==> src/rtl/alu_seq_unit.sv <==
// alu_seq_unit: handshaked sequential ALU (ADD, OR, AND, SLL, BNE) with a
// registered result, zero flag and undefined-op error flag.
// Build option: define ALU_ITERATIVE_SHIFT_EN to run SLL as a one-bit-per-cycle
// shifter through the SHIFT state; otherwise SLL uses a single-cycle shifter.
module alu_seq_unit #(
    parameter int unsigned WIDTH = 32
) (
    input  logic             clk,
    input  logic             reset,
    input  logic             req_valid,
    output logic             req_ready,
    input  logic [WIDTH-1:0] a,
    input  logic [WIDTH-1:0] b,
    input  logic [3:0]       alu_control,
    output logic             rsp_valid,
    input  logic             rsp_ready,
    output logic [WIDTH-1:0] result,
    output logic             zero,
    output logic             rsp_err
);

    localparam int unsigned SHW = (WIDTH > 1) ? $clog2(WIDTH) : 1;

    localparam logic [3:0] OP_ADD = 4'b0000;
    localparam logic [3:0] OP_OR  = 4'b0001;
    localparam logic [3:0] OP_AND = 4'b0010;
    localparam logic [3:0] OP_SLL = 4'b0011;
    localparam logic [3:0] OP_BNE = 4'b0100;

    typedef enum logic [1:0] {
        S_IDLE,
        S_SHIFT,
        S_RESP
    } state_t;

    state_t           r_state;
    state_t           w_next;
    logic [WIDTH-1:0] r_result;
    logic             r_zero;
    logic             r_err;
    logic [WIDTH-1:0] w_alu_result;
    logic             w_err;
    logic [SHW-1:0]   w_shamt;
    logic             w_start_shift;

    assign w_shamt = b[SHW-1:0];

`ifdef ALU_ITERATIVE_SHIFT_EN
    logic [SHW-1:0] r_cnt;
    assign w_start_shift = (alu_control == OP_SLL) && (w_shamt != '0);
`else
    assign w_start_shift = 1'b0;
`endif

    assign req_ready = (r_state == S_IDLE) && !reset;
    assign rsp_valid = (r_state == S_RESP);
    assign result    = r_result;
    assign zero      = r_zero;
    assign rsp_err   = r_err;

    // Single-cycle operation result computed from the live request inputs
    always_comb begin
        w_alu_result = '0;
        w_err        = 1'b0;
        case (alu_control)
            OP_ADD: w_alu_result = a + b;
            OP_OR:  w_alu_result = a | b;
            OP_AND: w_alu_result = a & b;
`ifdef ALU_ITERATIVE_SHIFT_EN
            // Only reached with shamt == 0; non-zero shifts go through SHIFT
            OP_SLL: w_alu_result = a;
`else
            OP_SLL: w_alu_result = a << w_shamt;
`endif
            OP_BNE: w_alu_result = WIDTH'(a != b);
            default: w_err = 1'b1;
        endcase
    end

    // FSM state register
    always_ff @(posedge clk) begin
        if (reset) begin
            r_state <= S_IDLE;
        end else begin
            r_state <= w_next;
        end
    end

    // FSM next-state logic
    always_comb begin
        w_next = r_state;
        case (r_state)
            S_IDLE: begin
                if (req_valid) begin
                    w_next = w_start_shift ? S_SHIFT : S_RESP;
                end
            end
            S_SHIFT: begin
`ifdef ALU_ITERATIVE_SHIFT_EN
                if (r_cnt == '0) begin
                    w_next = S_RESP;
                end
`else
                w_next = S_IDLE;
`endif
            end
            S_RESP: begin
                if (rsp_ready) begin
                    w_next = S_IDLE;
                end
            end
            default: w_next = S_IDLE;
        endcase
    end

    // Result, flags and shift counter; held unchanged while in RESP
    always_ff @(posedge clk) begin
        if (reset) begin
            r_result <= '0;
            r_zero   <= 1'b0;
            r_err    <= 1'b0;
`ifdef ALU_ITERATIVE_SHIFT_EN
            r_cnt    <= '0;
`endif
        end else begin
            case (r_state)
                S_IDLE: begin
                    if (req_valid) begin
                        if (w_start_shift) begin
                            r_result <= a;
                            r_zero   <= 1'b0;
                            r_err    <= 1'b0;
`ifdef ALU_ITERATIVE_SHIFT_EN
                            r_cnt    <= w_shamt;
`endif
                        end else begin
                            r_result <= w_alu_result;
                            r_zero   <= (w_alu_result == '0);
                            r_err    <= w_err;
                        end
                    end
                end
`ifdef ALU_ITERATIVE_SHIFT_EN
                S_SHIFT: begin
                    // Zero flag is settled on the exit edge, once shifting is done
                    if (r_cnt != '0) begin
                        r_result <= r_result << 1;
                        r_cnt    <= r_cnt - 1'b1;
                    end else begin
                        r_zero   <= (r_result == '0);
                    end
                end
`endif
                default: ;
            endcase
        end
    end

endmodule

==> config.mk <==
export PLATFORM = sky130hd
export DESIGN_NAME = alu_seq_unit
export DESIGN_NICKNAME = d
export VERILOG_FILES = /design/src/rtl/alu_seq_unit.sv
export SDC_FILE = /design/constraint.sdc
export NUM_CORES = 1
export LEC_CHECK = 0
export ABC_AREA = 1
export CAP_MARGIN = 20
export CORE_UTILIZATION = 38
export DETAILED_ROUTE_END_ITERATION = 7
export REMOVE_ABC_BUFFERS = 1
export SYNTH_ARGS = -nofsm -noshare
export SYNTH_HDL_FRONTEND = slang
export SYNTH_SLANG_ARGS = --single-unit
==> constraint.sdc <==
create_clock -name clk -period 3 [get_ports clk]
set_input_delay 0.75 -clock clk [delete_from_list [all_inputs] [get_ports clk]]
set_output_delay 0.75 -clock clk [all_outputs]
set_load 0.05 [all_outputs]
==> results.py, run 1 <==
metrics = {
    "hold_path": {
        "whs_path_depth": 2,
        "min_path_type": "register to register",
    },
    "clocking": {
        "holdBufCountCts": 0,
        "cts_tree": "built",
        "htreeDepth": 2,
        "clock_latency_ns": 0.28,
        "numCtsBuffers": 5,
        "clockBufferDepth": 2,
        "clk_pin_slew_ns": 0.06,
        "clockRootBuffer": "clkbuf_16",
        "cts.sinks": 35,
    },
    "synth": {
        "yosys.area.top_type": "nand2_1",
        "synth_edf_count": 0,
        "yosysWarnings": 0,
        "syn_avg_cell_area_um2": 5.19,
        "synth_top_area_share_pct": 22.0,
        "synth.yosys.seq_area_share_pct": 10.1,
        "yosysUniqueCellTypes": 33,
        "synth_flop_cell": "dfxtp_1",
        "synth_seq_cells": 35,
        "postSynthCellCount": 1333,
        "ys_top_cells_by_area": "nand2_1, nand3_1, inv_1, ha_1, dfxtp_1",
        "async_reset_ff_share_pct": 0,
        "netlist_area_mm2": 0.00691,
    },
    "finish": {
        "layout_common_cells": "nand2_1, buf_4, inv_1",
        "nFillCells": 1782,
        "nNetsFinal": 1776,
        "syn_to_final_growth_pct": 56.8,
        "fin_cells": 1864,
        "layout_commonest_cell": "nand2_1",
        "final_util_pct": 61.8,
        "drive_gt1_share_pct": 26.1,
        "num_antenna_cells": 0,
    },
    "critical_path": {
        "critPathBufInv": 3,
        "worst_setup_path_start_kind": "input pin",
        "path_cells": "clkdlybuf4s50_1, inv_1, ha_1, nor4_2, buf_4, nand3_1, nor2_2, nor2_1, nor2_2, nand3_1, nor2_1, nand2_1, nor2_1, nand2_1, a21oi_2",
        "cpMostUsedCell": "nor2_1",
        "cp.required_ns": 3.22,
        "critPathMaxStageDelay_ns": 0.47,
        "cp_slowest_cell": "clkdlybuf4s50_1",
        "critical_path_arrival_ns": 3.08,
        "worstPathMaxFanout": 2,
        "path_class": "input pin to register",
        "end_kind": "register",
        "path_delay_family": "simple AND/OR/NAND/NOR gates",
        "reg2reg_depth": 5,
        "cp.depth": 15,
    },
    "timing": {
        "slew_headroom_pct": 60.3,
        "tightest_slew_ns": 0.594,
        "min_period_over_period_pct": 95.6,
        "hold_slack_ns": 0.472,
        "hold_viol_final": 0,
        "setup_viol": 0,
        "finClkSkew_ns": 0.00551,
        "final.min_clock_period_ns": 2.87,
        "max_freq_mhz": 349,
        "fin_tns_setup_ns": 0,
        "drv_slew": 0,
    },
    "power_and_ir_drop": {
        "p_total_mw": 2.86,
        "ir_worst_vdd_v": 0.000263,
        "power_density_mw_per_mm2": 263,
        "power.leakage_nw": 5.95,
    },
    "floorplanning": {
        "die_x_um": 137,
        "core_mm2": 0.0175,
        "dieArea_mm2": 0.0187,
        "initial_core_util_pct": 39.4,
        "fp-row-count": 48,
        "die_y_um": 137,
        "io_pins": 108,
    },
    "global_routing": {
        "grt_max_degree": 51,
        "antenna_found_initial": 0,
        "grt_pass1_wl_mm": 45.6,
        "overflow": 0,
        "grt_pass1_vias": 8559,
        "grt_usage_pct": 32.3,
    },
    "placed_design": {
        "dpl.hpwl_mm": 25.1,
        "port_buffers": 107,
        "gp_congestion": 1.00,
        "place_inst": 1844,
    },
    "drt": {
        "via_count": 9607,
        "wl_per_cell_um": 16.3,
        "ant_nets": 0,
        "dr.pass1.iters": 5,
        "drt_wl_total_mm": 30.4,
        "first_iter_violations": 897,
        "routed_via_density": 5.15,
        "drc": 0,
    },
    "job": {
        "drv_cap": 0,
    },
    "outcome": {
        "status": "finished clean",
    },
}
cells by family after synthesis:
family	after synthesis	synth area share [%]
adder cells (fa/ha/maj)	66	12.1
AND/OR/NAND/NOR	813	49.9
AO/OA/AOI/OAI	135	11.7
flip-flops	35	10.1
XOR/XNOR	1	0.127
buffers and inverters	283	16.1
per-layer routing:
layer  global-route usage (%)  part of all wire, %  up-vias
met2                     53.1                   45      408
met4                     12.8                  4.3        0
met1                     42.3                   44     4283
li1                         -                    -     4848
met5                        0                    0        -
met3                     4.56                  7.1       68
path summary, 6_finish.rpt:
kind	startpoint	to	slack, ns
worst min register to register	rsp_err$_SDFFE_PP0P_	rsp_err$_SDFFE_PP0P_	0.47
worst min-delay path	rsp_err$_SDFFE_PP0P_	rsp_err$_SDFFE_PP0P_	0.47
worst max-delay path	a[31]	zero$_SDFFE_PP0P_	0.13
worst max register to register	r_state[1]$_SDFFE_PP0P_	result[26]$_SDFFE_PP0P_	1.19
stage by stage:
step | cell area [µm²] | worst slack, ns
final | 10800 | 0.132
after global routing | 10800 | -0.0300
after CTS | 10100 | 0.00133
after detailed placement | 9780 | -0.607
after global placement | 9780 | -0.593
after floorplan | 6700 | -0.334
flip-flops by register name, indices dropped and copies added (netlist names):
signal	flops
result	32
r_state	1
rsp_err	1
zero	1
final cells by class:
cell class                      instances  area (µm²)  area share, %
Inverter                              239         901           8.31
Multi-Input combinational cell       1015        5870           54.2
Clock buffer                            5         125           1.15
Timing Repair Buffer                  342        2940           27.1
Sequential cell                        35         701           6.46
Tap cell                              225         282           2.60
Clock inverter                          3        20.0          0.185
Yosys cell counts, types with 2 or more instances:
library cell / count
nand2_1: 406
or2_2: 3
a21oi_1: 31
buf_2: 17
o21ai_0: 35
nand2_2: 3
o21ai_1: 4
nor2_2: 6
clkbuf_1: 19
nor3_2: 2
nand3b_1: 11
nor4_1: 4
a21oi_2: 2
dfxtp_1: 35
inv_2: 3
buf_6: 4
o22ai_1: 26
inv_1: 234
clkinv_1: 2
nor3_1: 6
nand4_1: 16
buf_1: 4
o21bai_1: 12
nand3_1: 198
nor2_1: 155
ha_1: 65
o211ai_1: 24
worst reg2reg max path, stage by stage, from the launching register on:
cell and delay, ns:
dfxtp_1 0.35, nor2_4 0.16, buf_4 0.43, inv_1 0.42, o21ai_0 0.30, inv_1 0.05
timing repair:
item,CTS,global route
endpoints found under the setup margin,18,19
pin swaps,2,52
buffers inserted,2,11
cloned,0,0
gates resized for setup,35,197
report_power, final:
| part | switching (mW) | total, mW | internal, mW |
|---|---|---|---|
| combinational | 1.06 | 1.83 | 0.775 |
| sequential | 0.0192 | 0.520 | 0.501 |
| clock | 0.198 | 0.503 | 0.305 |
(Power assumes the default switching activity.)
==> inputs of run 2 (changes only) <==
- CORE_UTILIZATION: 38 -> 51
- PLACE_DENSITY: not set -> 0.79
==> results.py, run 2 (synthesis gave the netlist of run 1 again) <==
metrics = {
    "outcome": {
        "status": "finished clean",
    },
    "critical_path": {
        "end_kind": "register",
        "path_cells": "clkdlybuf4s15_1, clkinv_2, ha_4, nand2_1, buf_4, inv_1, nand3_1, nand2_2, nand2_1, nand2_2, buf_4, nand2_1, nand2_1, nand2_1, nand3_1, nand2_1, nor2_2, nand2_1, nor2_2, nand2_1, a21oi_2",
        "cp_slowest_cell": "ha_4",
        "cpMostUsedCell": "nand2_1",
        "critPathMaxStageDelay_ns": 0.30,
        "path_delay_family": "simple AND/OR/NAND/NOR gates",
        "critPathBufInv": 5,
        "critical_path_arrival_ns": 3.15,
        "worst_setup_path_start_kind": "input pin",
        "path_class": "input pin to register",
        "cp.required_ns": 3.23,
        "worstPathMaxFanout": 5,
    },
    "timing": {
        "drv_slew": 0,
        "hold_viol_final": 0,
        "setup_viol": 0,
        "slew_headroom_pct": 60.5,
        "min_period_over_period_pct": 97.3,
        "hold_slack_ns": 0.489,
        "finClkSkew_ns": 0.00428,
        "max_freq_mhz": 343,
        "final.min_clock_period_ns": 2.92,
        "tightest_slew_ns": 0.588,
    },
    "drt": {
        "drc": 0,
        "ant_nets": 0,
        "wl_per_cell_um": 18.4,
        "routed_via_density": 5.78,
        "via_count": 10500,
        "first_iter_violations": 1376,
        "dr.pass1.iters": 6,
        "drt_wl_total_mm": 33.3,
    },
    "power_and_ir_drop": {
        "ir_worst_vdd_v": 0.000290,
        "power_density_mw_per_mm2": 272,
        "power.leakage_nw": 6.04,
    },
    "finish": {
        "syn_to_final_growth_pct": 56.2,
        "largest_reg_flops": 32,
        "drive_gt1_share_pct": 25.9,
        "num_antenna_cells": 0,
        "stdcell_area_mm2": 0.0108,
        "nFillCells": 990,
        "layout_commonest_cell": "nand2_1",
        "layout_common_cells": "nand2_1, buf_4, inv_1",
        "multi_input_area_mm2": 0.00588,
        "register_area_um2": 701,
        "nNetsFinal": 1771,
    },
    "placed_design": {
        "dpl.hpwl_mm": 25.6,
        "postPlaceCellArea_mm2": 0.00971,
        "gp_congestion": 1.08,
        "port_buffers": 107,
    },
    "floorplanning": {
        "die_x_um": 118,
        "io_pins": 108,
        "die_y_um": 118,
        "initial_core_util_pct": 52.2,
        "core_mm2": 0.0132,
        "fp-row-count": 42,
        "dieArea_mm2": 0.0140,
    },
    "clocking": {
        "htreeDepth": 2,
        "clk_pin_slew_ns": 0.06,
        "clock_latency_ns": 0.28,
        "holdBufCountCts": 0,
        "clockRootBuffer": "clkbuf_16",
        "cts.sinks": 35,
        "cts_tree": "built",
        "numCtsBuffers": 5,
        "clockBufferDepth": 2,
    },
    "global_routing": {
        "grt_usage_pct": 44.0,
        "antenna_found_initial": 0,
        "overflow": 0,
        "grt_max_degree": 51,
        "grt_pass1_vias": 9433,
        "grt_pass1_wl_mm": 48.2,
    },
    "job": {
        "drv_cap": 0,
    },
    "hold_path": {
        "min_path_type": "register to register",
    },
}
[run 2: cell types whose count changed in the layout (fill, tap and decap cells not counted), sizes merged]
cell           previous run  this run
clkdlybuf4s50            75        61
dlymetal6s2s             26        38
buf                     236       231
clkbuf                    6         8
clkdlybuf4s15             0         2
clkinvlp                  2         0
[run 2: worst reg2reg max path, stage by stage (launching register included)]
cell,delay (ns)
dfxtp_1,0.37
nor2_4,0.21
buf_4,0.47
inv_1,0.42
a21oi_1,0.51
[run 2: worst paths after layout]
path / slack, ns / endpoint / depth (start not counted) / from
worst min-delay path: 0.49 / rsp_err$_SDFFE_PP0P_ / 2 / rsp_err$_SDFFE_PP0P_
worst max register to register: 0.86 / r_state[1]$_SDFFE_PP0P_ / 4 / r_state[1]$_SDFFE_PP0P_
worst min register to register: 0.49 / rsp_err$_SDFFE_PP0P_ / 2 / rsp_err$_SDFFE_PP0P_
worst max-delay path: 0.08 / zero$_SDFFE_PP0P_ / 21 / b[3]
[run 2: report_power, final]
| group | switching (mW) | total [mW] | internal (mW) |
|---|---|---|---|
| Combinational | 1.11 | 1.88 | 0.769 |
| Sequential | 0.0224 | 0.523 | 0.501 |
| Clock | 0.202 | 0.535 | 0.332 |
| Total | 1.33 | 2.93 | 1.60 |
[run 2: metrics by stage]
step	total power [mW]	worst slack [ns]	instances	util, %	setup TNS (ns)
2_1_floorplan	1.35	-0.334	1289	-	-5.75
3_3_place_gp	2.11	-0.514	1794	73.3	-7.85
3_5_place_dp	2.14	-0.580	1794	73.3	-9.12
4_1_cts	2.72	0.00219	1803	76.0	0
5_1_grt	3.09	-0.0384	1810	81.5	-0.0482
6_report	2.93	0.0810	1810	81.5	0
[run 2: cell type report]
type / instances / area share, %
Timing Repair Buffer: 337 / 27.3
Clock buffer: 7 / 1.32
Clock inverter: 1 / 0.0811
Inverter: 239 / 8.32
Tap cell: 176 / 2.04
Multi-Input combinational cell: 1015 / 54.5
Sequential cell: 35 / 6.49
[run 2: repair_timing]
item                                    in CTS  in global routing
buffers inserted                             1                  7
pin swaps                                    4                 47
endpoints found under the setup margin      20                 21
gates resized for setup                     47                203
[run 2: routing by layer]
layer	up-vias	track usage [%]	share of wire (%)
met5	-	0	0
met4	0	28.8	7.5
met3	199	6.81	11
met2	782	71.9	44
met1	4637	53.5	37
li1	4836	-	-
==> inputs of run 3 (changes only) <==
- ABC_AREA: 1 -> not set
==> results.py, run 3 <==
metrics = {
    "placed_design": {
        "port_buffers": 107,
        "postPlaceCellArea_mm2": 0.0103,
        "dpl.hpwl_mm": 27.1,
        "gp_congestion": 1.07,
        "pre_cts_ws_ns": -1.07,
    },
    "synth": {
        "ys_top_cells_by_area": "ha_1, dfxtp_1, nand2_1, mux4_2, nor2_1",
        "postSynthCellCount": 980,
        "synth_edf_count": 0,
        "syn_avg_cell_area_um2": 7.03,
        "async_reset_ff_share_pct": 0,
        "synth_seq_cells": 35,
        "synth_top_area_share_pct": 11.8,
        "yosys.area.top_type": "ha_1",
        "yosysMostFrequentCell": "nand2_1",
        "yosysWarnings": 0,
        "synth_flop_cell": "dfxtp_1",
        "synth.yosys.seq_area_share_pct": 10.2,
        "netlist_area_mm2": 0.00689,
        "yosysUniqueCellTypes": 77,
        "ys_top_cells_by_count": "nand2_1, nor2_1, inv_1, ha_1, a21oi_1",
    },
    "floorplanning": {
        "initial_core_util_pct": 52.2,
        "die_x_um": 118,
        "fp-row-count": 42,
        "io_pins": 108,
        "die_y_um": 118,
    },
    "clocking": {
        "clockBufferDepth": 2,
        "numCtsBuffers": 5,
        "holdBufCountCts": 0,
        "htreeDepth": 2,
        "clockRootBuffer": "clkbuf_16",
        "cts.sinks": 35,
    },
    "global_routing": {
        "overflow": 14,
        "grt_usage_pct": 71.9,
        "grt_max_degree": 54,
    },
    "outcome": {
        "status": "stopped before the end",
        "firstError": "[ERROR GRT-0232] Routing congestion too high. Check the congestion heatmap in the GUI.",
        "stop_stage": "global routing (5_1_grt)",
    },
    "timing": {
        "worstEpCategory": "register data pin",
        "worst_endpoint": "zero$_SDFFE_PP0P_/D",
    },
}
==> run 3: what timing repair did <==
| item | in CTS |
|---|---|
| setup endpoints to repair | 27 |
| pin swaps | 69 |
| buffers inserted | 33 |
| resized for setup | 270 |
==> run 3: layer usage <==
layer | GRT usage, % | overflow
met1 | 72.8 | 0
met2 | 91.2 | 2
met3 | 52.4 | 1
met4 | 71.3 | 11
met5 | 19.5 | 0
==> run 3: kinds of logic after synthesis <==
logic type | Yosys count | share of synthesized area (%)
flip-flops | 35 | 10.2
XOR/XNOR | 7 | 0.890
multiplexers | 76 | 14.9
AND/OR/NAND/NOR | 349 | 24.1
adder cells (fa/ha/maj) | 66 | 12.1
AO/OA/AOI/OAI | 287 | 28.3
buffers and inverters | 160 | 9.52
==> run 3: stage by stage <==
stage               utilization [%]  cells
floorplan                         -    904
global placement               78.2   1513
detailed placement             78.2   1513
CTS                            87.5   1553
==> inputs of run 4 (changes only) <==
- CORE_UTILIZATION: 51 -> 40
- PLACE_DENSITY: 0.79 -> not set
- PLACE_DENSITY_LB_ADDON: not set -> 0.15
- clock period: 3 -> 3.9 ns (I/O delays scaled with it)
==> results.py, run 4 <==
metrics = {
    "outcome": {
        "status": "finished clean",
    },
    "finish": {
        "nFillCells": 1591,
        "largest_reg_flops": 32,
        "syn_to_final_growth_pct": 54.0,
        "num_antenna_cells": 0,
        "stdcell_area_mm2": 0.0106,
        "drive_gt1_share_pct": 30.4,
        "nNetsFinal": 1431,
        "layout_common_cells": "buf_4, nand2_1, clkdlybuf4s50_1",
        "layout_commonest_cell": "buf_4",
        "fin_cells": 1514,
    },
    "timing": {
        "finClkSkew_ns": 0.0106,
        "hold_viol_final": 0,
        "tightest_slew_ns": 0.666,
        "drv_slew": 0,
        "setup_viol": 0,
        "final.min_clock_period_ns": 3.83,
        "grt_setup_unrepaired": "true",
        "min_period_over_period_pct": 98.2,
        "max_freq_mhz": 261,
        "slew_headroom_pct": 54.5,
    },
    "global_routing": {
        "grt_max_degree": 54,
        "antenna_found_initial": 0,
        "grt_pass1_wl_mm": 49.5,
        "overflow": 0,
        "grt_usage_pct": 36.5,
        "grt_pass1_vias": 8509,
    },
    "floorplanning": {
        "die_y_um": 133,
        "die_x_um": 133,
        "initial_core_util_pct": 41.2,
        "io_pins": 108,
        "dieArea_mm2": 0.0177,
        "fp-row-count": 47,
        "core_mm2": 0.0167,
    },
    "drt": {
        "dr.pass1.iters": 6,
        "met2_length_mm": 14.8,
        "drc": 0,
        "ant_nets": 0,
        "via_count": 9026,
        "wl_per_cell_um": 21.5,
        "wl_met1_mm": 13.8,
        "routed_via_density": 5.96,
        "dr.max_layer_used": "met4",
        "met3WireLength_mm": 2.39,
        "drt_wl_total_mm": 32.5,
        "first_iter_violations": 821,
    },
    "synth": {
        "yosys.area.top_type": "ha_1",
        "ys_top_cells_by_count": "nand2_1, nor2_1, inv_1, ha_1, a21oi_1",
        "synth_top_area_share_pct": 11.8,
        "ys_top_cells_by_area": "ha_1, dfxtp_1, nand2_1, mux4_2, nor2_1",
        "netlist_area_mm2": 0.00689,
        "synth_edf_count": 0,
        "yosysUniqueCellTypes": 77,
        "yosysMostFrequentCell": "nand2_1",
        "syn_avg_cell_area_um2": 7.03,
        "synth_seq_cells": 35,
        "yosysWarnings": 0,
        "async_reset_ff_share_pct": 0,
        "postSynthCellCount": 980,
        "synth.yosys.seq_area_share_pct": 10.2,
        "synth_flop_cell": "dfxtp_1",
    },
    "critical_path": {
        "worstPathMaxFanout": 9,
        "critPathMaxStageDelay_ns": 0.47,
        "path_delay_family": "simple AND/OR/NAND/NOR gates",
        "cp_slowest_cell": "clkdlybuf4s50_1",
        "path_cells": "clkdlybuf4s50_1, buf_4, buf_4, mux4_2, mux2_2, o2bb2ai_1, nand2_1, and3_1, nand4_1, nor4_4, nand4_1, o31ai_2",
        "end_kind": "register",
        "path_class": "input pin to register",
        "critical_path_arrival_ns": 4.03,
        "cp.required_ns": 4.10,
        "critPathBufInv": 3,
        "worst_setup_path_start_kind": "input pin",
    },
    "placed_design": {
        "place_inst": 1497,
        "gp_congestion": 1.00,
        "dpl.hpwl_mm": 26.9,
        "postPlaceCellArea_mm2": 0.00994,
        "port_buffers": 107,
    },
    "clocking": {
        "htreeDepth": 2,
        "cts_tree": "built",
        "clockRootBuffer": "clkbuf_16",
        "clk_pin_slew_ns": 0.06,
        "clockBufferDepth": 2,
        "clock_latency_ns": 0.29,
        "numCtsBuffers": 5,
        "cts.sinks": 35,
    },
    "power_and_ir_drop": {
        "power_density_mw_per_mm2": 217,
        "power.leakage_nw": 4.73,
        "ir_worst_vdd_v": 0.000191,
    },
    "job": {
        "drv_cap": 0,
    },
    "hold_path": {
        "min_path_type": "register to register",
    },
}
[run 4: cell counts after synthesis]
Identical to the previous run, type by type.
[run 4: power by group]
group          switching, mW  total [mW]  internal [mW]
sequential            0.0133       0.396          0.382
clock                  0.161       0.462          0.301
combinational          0.790        1.44          0.652
total                  0.964        2.30           1.34
[run 4: final timing paths]
| kind | start | end | slack [ns] | cells past startpoint |
|---|---|---|---|---|
| worst max register to register | r_state[1]$_SDFFE_PP0P_ | zero$_SDFFE_PP0P_ | 1.83 | 7 |
| worst max-delay path | b[3] | zero$_SDFFE_PP0P_ | 0.07 | 12 |
| worst min register to register | result[25]$_SDFFE_PP0P_ | result[25]$_SDFFE_PP0P_ | 0.45 | 2 |
| worst min-delay path | result[25]$_SDFFE_PP0P_ | result[25]$_SDFFE_PP0P_ | 0.45 | 2 |
[run 4: repair_timing]
action,CTS,global route
endpoints found under the setup margin,3,5
gates cloned,0,0
hold buffers,0,0
pin swaps,16,26
setup buffers,5,4
resized for setup,40,62
[run 4: worst min-delay path, delay by kind of cell, from the launching register on]
kind	cells	cell delay (ns)
AO/OA/AOI/OAI	1	0.05
flip-flops	1	0.30
AND/OR/NAND/NOR	1	0.05
[run 4: stage by stage]
| stage | utilization [%] | hold slack, ns | setup slack [ns] | total power, mW | TNS [ns] |
|---|---|---|---|---|---|
| 3_5_place_dp | 59.5 | 0.450 | -0.701 | 1.73 | -2.88 |
| 2_1_floorplan | - | 0.674 | -0.0504 | 1.04 | -0.0504 |
| 5_1_grt | 63.5 | 0.475 | -0.0658 | 2.41 | -0.0658 |
| 3_3_place_gp | 59.5 | 0.445 | -0.550 | 1.73 | -2.66 |
| 6_report | 63.5 | 0.453 | 0.0690 | 2.30 | 0 |
| 4_1_cts | 61.9 | 0.457 | 0.000111 | 2.23 | 0 |
[run 4: area by class of cell]
| cell class | instances | area [µm²] | area share (%) |
|---|---|---|---|
| Clock inverter | 3 | 43.8 | 0.413 |
| Sequential cell | 35 | 701 | 6.61 |
| Tap cell | 220 | 275 | 2.60 |
| Multi-Input combinational cell | 785 | 5920 | 55.8 |
| Clock buffer | 5 | 125 | 1.18 |
| Inverter | 84 | 318 | 3.00 |
| Timing Repair Buffer | 382 | 3220 | 30.4 |
[run 4: cells by family after synthesis]
group | synth area share [%]
compound gates | 28.3
xor+xnor | 0.890
fa+ha+maj | 12.1
buf+inv | 9.52
flops | 10.2
mux | 14.9
simple gates | 24.1
[run 4: metal layers]
metal  vias up  track usage, %
met5         -               0
met4         0            14.8
met3        85            4.49
met2       441            59.7
met1      4251            48.7
li1       4249               -
